File: config.mk
export PLATFORM = sky130hd
export DESIGN_NAME = pipeline_stall_ctrl
export DESIGN_NICKNAME = d
export VERILOG_FILES = /design/src/rtl/pipe_pkg.sv /design/src/rtl/load_use_detect.sv /design/src/rtl/pipeline_stall_ctrl.sv
export SDC_FILE = /design/constraint.sdc
export NUM_CORES = 1
export LEC_CHECK = 0
export CAP_MARGIN = 20
export CORE_ASPECT_RATIO = 0.75
export CORE_MARGIN = 8
export CORE_UTILIZATION = 49
export CTS_BUF_LIST = sky130_fd_sc_hd__clkbuf_16
export DETAILED_ROUTE_END_ITERATION = 10
export GPL_TIMING_DRIVEN = 0
export PLACE_DENSITY = 0.84
export SYNTH_ARGS = -nofsm -noshare
export SYNTH_HDL_FRONTEND = slang
export SYNTH_SLANG_ARGS = --single-unit
File: constraint.sdc
create_clock -name clk -period 3.7 [get_ports clk]
set_clock_uncertainty 0.15 [all_clocks]
set_input_delay 0.37 -clock clk [delete_from_list [all_inputs] [get_ports clk]]
set_output_delay 0.37 -clock clk [all_outputs]
set_load 0.1 [all_outputs]
File: src/rtl/pipe_pkg.sv
// Shared types and constants for the ID-stage hazard/stall control logic.
package pipe_pkg;
  localparam int REG_AW = 4;
  localparam logic [REG_AW-1:0] ZERO_REG = '0;

  typedef enum logic [1:0] {
    RUN   = 2'd0,
    LDUSE = 2'd1,
    IWAIT = 2'd2,
    DWAIT = 2'd3
  } stall_state_e;
endpackage

File: src/rtl/load_use_detect.sv
// Load-use compare: a load in EX feeds a source of the instruction in ID.
module load_use_detect #(
  parameter int REG_AW = pipe_pkg::REG_AW
) (
  input  logic              ex_mem_read,
  input  logic [REG_AW-1:0] ex_rt,
  input  logic [REG_AW-1:0] id_rs,
  input  logic [REG_AW-1:0] id_rt,
  input  logic              id_uses_rt,
  output logic              load_use
);
  import pipe_pkg::*;

  // r0 is hardwired, so a load targeting it never creates a dependence
  assign load_use = ex_mem_read && (ex_rt != REG_AW'(ZERO_REG)) &&
                    ((ex_rt == id_rs) || (id_uses_rt && (ex_rt == id_rt)));
endmodule

File: src/rtl/pipeline_stall_ctrl.sv
// Hazard/stall controller: per-stage enables, flushes and bubbles, plus a
// wait-state tracker with miss watchdog and stall performance counter.
module pipeline_stall_ctrl #(
  parameter int REG_AW       = pipe_pkg::REG_AW,
  parameter int CNT_W        = 8,
  parameter int MISS_TIMEOUT = 200,
  parameter int PERF_W       = 16
) (
  input  logic              clk,
  input  logic              rst_n,
  input  logic              IDEXMemRead,
  input  logic [REG_AW-1:0] IDEXRegRt,
  input  logic [REG_AW-1:0] IFIDRegRs,
  input  logic [REG_AW-1:0] IFIDRegRt,
  input  logic              IFIDUsesRt,
  input  logic              branchTaken,
  input  logic              icacheReq,
  input  logic              icacheReady,
  input  logic              dcacheReq,
  input  logic              dcacheReady,
  output logic              pcWrite,
  output logic              ifidWrite,
  output logic              ifidFlush,
  output logic              idexWrite,
  output logic              idexBubble,
  output logic              exmemWrite,
  output logic              memwbBubble,
  output logic              icacheAbort,
  output logic [1:0]        stallState,
  output logic              missTimeout,
  output logic [PERF_W-1:0] stallCount
);
  import pipe_pkg::*;

  logic load_use, d_miss, i_miss, in_wait_d;
  stall_state_e state_q, state_d;
  logic [CNT_W-1:0]  wait_cnt_q, wait_cnt_d;
  logic              miss_timeout_q, miss_timeout_d;
  logic [PERF_W-1:0] stall_count_q, stall_count_d;

  load_use_detect #(.REG_AW(REG_AW)) u_lud (
    .ex_mem_read (IDEXMemRead),
    .ex_rt       (IDEXRegRt),
    .id_rs       (IFIDRegRs),
    .id_rt       (IFIDRegRt),
    .id_uses_rt  (IFIDUsesRt),
    .load_use    (load_use)
  );

  assign d_miss = dcacheReq && !dcacheReady;
  assign i_miss = icacheReq && !icacheReady;

  always_comb begin
    pcWrite     = 1'b1;
    ifidWrite   = 1'b1;
    ifidFlush   = 1'b0;
    idexWrite   = 1'b1;
    idexBubble  = 1'b0;
    exmemWrite  = 1'b1;
    memwbBubble = 1'b0;
    icacheAbort = 1'b0;
    state_d     = RUN;
    if (d_miss) begin
      // whole front of the pipe freezes; pending branch/load-use wait their turn
      pcWrite     = 1'b0;
      ifidWrite   = 1'b0;
      idexWrite   = 1'b0;
      exmemWrite  = 1'b0;
      memwbBubble = 1'b1;
      state_d     = DWAIT;
    end else if (branchTaken) begin
      ifidFlush   = 1'b1;
      idexBubble  = 1'b1;
      icacheAbort = i_miss;
    end else if (load_use) begin
      pcWrite    = 1'b0;
      ifidWrite  = 1'b0;
      idexBubble = 1'b1;
      state_d    = LDUSE;
    end else if (i_miss) begin
      pcWrite   = 1'b0;
      ifidFlush = 1'b1;
      state_d   = IWAIT;
    end
    if (!rst_n) begin
      pcWrite     = 1'b0;
      ifidWrite   = 1'b0;
      ifidFlush   = 1'b1;
      idexWrite   = 1'b0;
      idexBubble  = 1'b1;
      exmemWrite  = 1'b0;
      memwbBubble = 1'b1;
      icacheAbort = 1'b0;
    end
  end

  always_comb begin
    in_wait_d = (state_d == DWAIT) || (state_d == IWAIT);
    wait_cnt_d = '0;
    // a fresh wait (including DWAIT->IWAIT) restarts the count
    if (in_wait_d && (state_d == state_q))
      wait_cnt_d = (wait_cnt_q == '1) ? wait_cnt_q : wait_cnt_q + 1'b1;
    miss_timeout_d = miss_timeout_q ||
                     (in_wait_d && (wait_cnt_d == CNT_W'(MISS_TIMEOUT)));
    stall_count_d = stall_count_q + {{(PERF_W-1){1'b0}}, !pcWrite};
  end

  always_ff @(posedge clk or negedge rst_n) begin
    if (!rst_n) begin
      state_q        <= RUN;
      wait_cnt_q     <= '0;
      miss_timeout_q <= 1'b0;
      stall_count_q  <= '0;
    end else begin
      state_q        <= state_d;
      wait_cnt_q     <= wait_cnt_d;
      miss_timeout_q <= miss_timeout_d;
      stall_count_q  <= stall_count_d;
    end
  end

  assign stallState  = state_q;
  assign missTimeout = miss_timeout_q;
  assign stallCount  = stall_count_q;
endmodule

==> results.ini <==
[outcome]
status=finished, final reports clean

[worst_setup_path]
rrSetupSlack_ns=1.32
cpPeakStageDelay_ns=0.85
end_kind=output port
critical_path_class=in2out
r2r-end=missTimeout$_DFF_PN0_
crit_path_start_kind=primary input
cp_cell_sequence=clkdlybuf4s50_1 > o41a_1 > and3_4 > a22oi_4 > o21a_1 > and2_1 > dlygate4sd2_1
r2r_start=wait_cnt_q[0]$_DFF_PN0_
path_max_fanout=7
ff2ff_path_depth=6
worstSetupStartpoint=IDEXRegRt[1]
critPathSlowestCell=dlygate4sd2_1
cp.arrival_ns=3.00
required_ns=3.18

[global_routing]
grt_pass1_wl_mm=6.76
gr-total-overflow=0
grt_use_total=0.166
grt_start_max_net_pins=23
antenna_found_initial=0
grt_pass1_vias=1365

[run]
max_cap_violations=0

[layout]
drive_gt1_frac=0.0500
n_antenna_cell=0
final_cell_mix=clkdlybuf4s50_1, dfrtp_1, xor2_1
ff_latch_area_um2=676
fin_cells=238
final_common_cell=clkdlybuf4s50_1
nFillCells=205
nets=225
area_delta_synth_final_pct=41.1
fin_util=0.720
multi_input_area_um2=785

[power_and_ir_drop]
leakage_nw=0.909
ir_drop_v=0.000662
power_density_nw_per_um2=562

[placement]
dp_worst_setup_slack_ns=-0.0988
hpwl_mm=3.12
port_buffers=47
dp_cells=234
gp_congestion=0.887

[synth]
synth.distinct_cells=37
ys.flop_type=dfrtp_1
yosys_warnings=0
syn_area_um2=1490
synth_edf_count=0
yosysSeqAreaShare=0.455
syn_nets=172
async_flop_share=1.00
avgSynthCellArea_um2=10.0
syn_inst=148
synth-seq-cells=27

[die]
die_w_um=79.6
core-area_um2=2910
start_util=0.510
io_pins=48
fp.dieH_um=63.7
dieArea_um2=5070
rows=17

[sta]
hold_violations=0
rsz0062_at_grt=no
fin_crit_ns=3.52
fin_crit_sh=0.951
fin_ws_ns=0.180
setup_violations=0
drv_slew=0
timing.setup.tns_ns=0
relSlewSlack=0.323
worstMarginPinSlew_ns=1.01
fmax_mhz=284

[routing]
via_per_inst=5.65
dr_total_vias=1344
first_pass_iters=4
antenna_left=0
wl_per_cell_um=17.2
dr.first_iter.drc_count=78
wl_mm=4.10
drc=0

[cts]
clk_latency_ns=0.26
cts_root_buf=clkbuf_16
h-tree-depth=1
hold_buffers=0
clk_pin_slew_ns=0.07
cts-buffers-inserted=3
clock-sinks=27
cts_tree=done
cts_max_path_buffers=2

[min_path]
min_path_type=in2async

-- synthesized netlist by cell type (2+ instances only) --
cell type,count,area [um^2]
a22oi_4,2,42.5
o21ai_1,3,15.0
inv_1,4,15.0
o211ai_1,4,30.0
dfrtp_1,27,676
nor2b_1,2,12.5
xnor2_1,9,78.8
a21oi_1,2,10.0
ha_1,3,37.5
nor3_1,5,25.0
nand2_1,12,45.0
xor2_1,14,123
nor2_1,13,48.8
nand2b_1,2,12.5
nor4_1,2,12.5
and2_1,2,12.5
nand4_1,4,25.0
and3_1,6,37.5
nand3_1,13,65.1
nand3b_1,2,15.0
-- repair_timing --
| item | CTS | global route |
|---|---|---|
| gates cloned | 0 | 0 |
| gates resized for setup | 3 | 1 |
| endpoints found under the setup margin | 3 | 1 |
| buffers inserted | 0 | 0 |
| hold endpoints to repair | 0 | 0 |
-- kinds of logic (layout without fill, tap and decap cells) --
| kind of cell | count (synthesis) | after routing | share of synthesized area |
|---|---|---|---|
| simple gates | 70 | 70 | 0.250 |
| flops | 27 | 27 | 0.455 |
| xor+xnor | 23 | 23 | 0.136 |
| compound gates | 18 | 18 | 0.110 |
| buf+inv | 6 | 58 | 0.0177 |
| fa+ha+maj | 3 | 3 | 0.0253 |
| mux | 1 | 1 | 0.00673 |
-- per-layer routing --
metal  up-vias  wire (um)  global-route usage
li1        631          -                   -
met1       664       1710               0.197
met2        45       2130               0.277
met3         4        216              0.0595
met4         0         46              0.0415
met5         -          0                   0
-- final cells by class --
class | count | share of cell area
Clock inverter | 1 | 0.00179
Inverter | 4 | 0.00716
Clock buffer | 3 | 0.0358
Sequential cell | 27 | 0.322
Tap cell | 38 | 0.0227
Buffer | 2 | 0.00537
Multi-Input combinational cell | 115 | 0.374
Timing Repair Buffer | 48 | 0.231
-- how the worst max path moves through the flow --
stage	to	slack, ns
2_1_floorplan	stallCount[12]$_DFF_PN0_	0.09
3_3_place_gp	pcWrite	-0.34
3_5_place_dp	pcWrite	-0.1
4_1_cts	idexBubble	0.03
5_1_grt	pcWrite	0.07
6_report	pcWrite	0.18
-- power breakdown --
group	switching, mW	total, mW	internal, mW
clock	0.0940	0.239	0.145
sequential	0.0547	0.391	0.336
combinational	0.416	0.549	0.133
total	0.564	1.18	0.613
-- critical path: cells and delay by family --
kind | cells | cell delay [ns]
AO/OA/AOI/OAI | 3 | 0.96
buffers and inverters | 2 | 1.34
AND/OR/NAND/NOR | 2 | 0.32
-- sequential cells by signal, summed over array words and instances (netlist names) --
register and cells:
stallState 2, wait_cnt_q 8, stallCount 16, missTimeout 1
-- through the flow --
step                      hold WS (ns)  total power, mW  cell area, um^2
after floorplan                -0.0756            0.783             1490
after global placement           0.309            0.926             2000
after detailed placement         0.318            0.941             2020
after CTS                        0.290             1.18             2090
after global routing             0.313             1.22             2100
final                            0.282             1.18             2100
(Power assumes the default switching activity.)
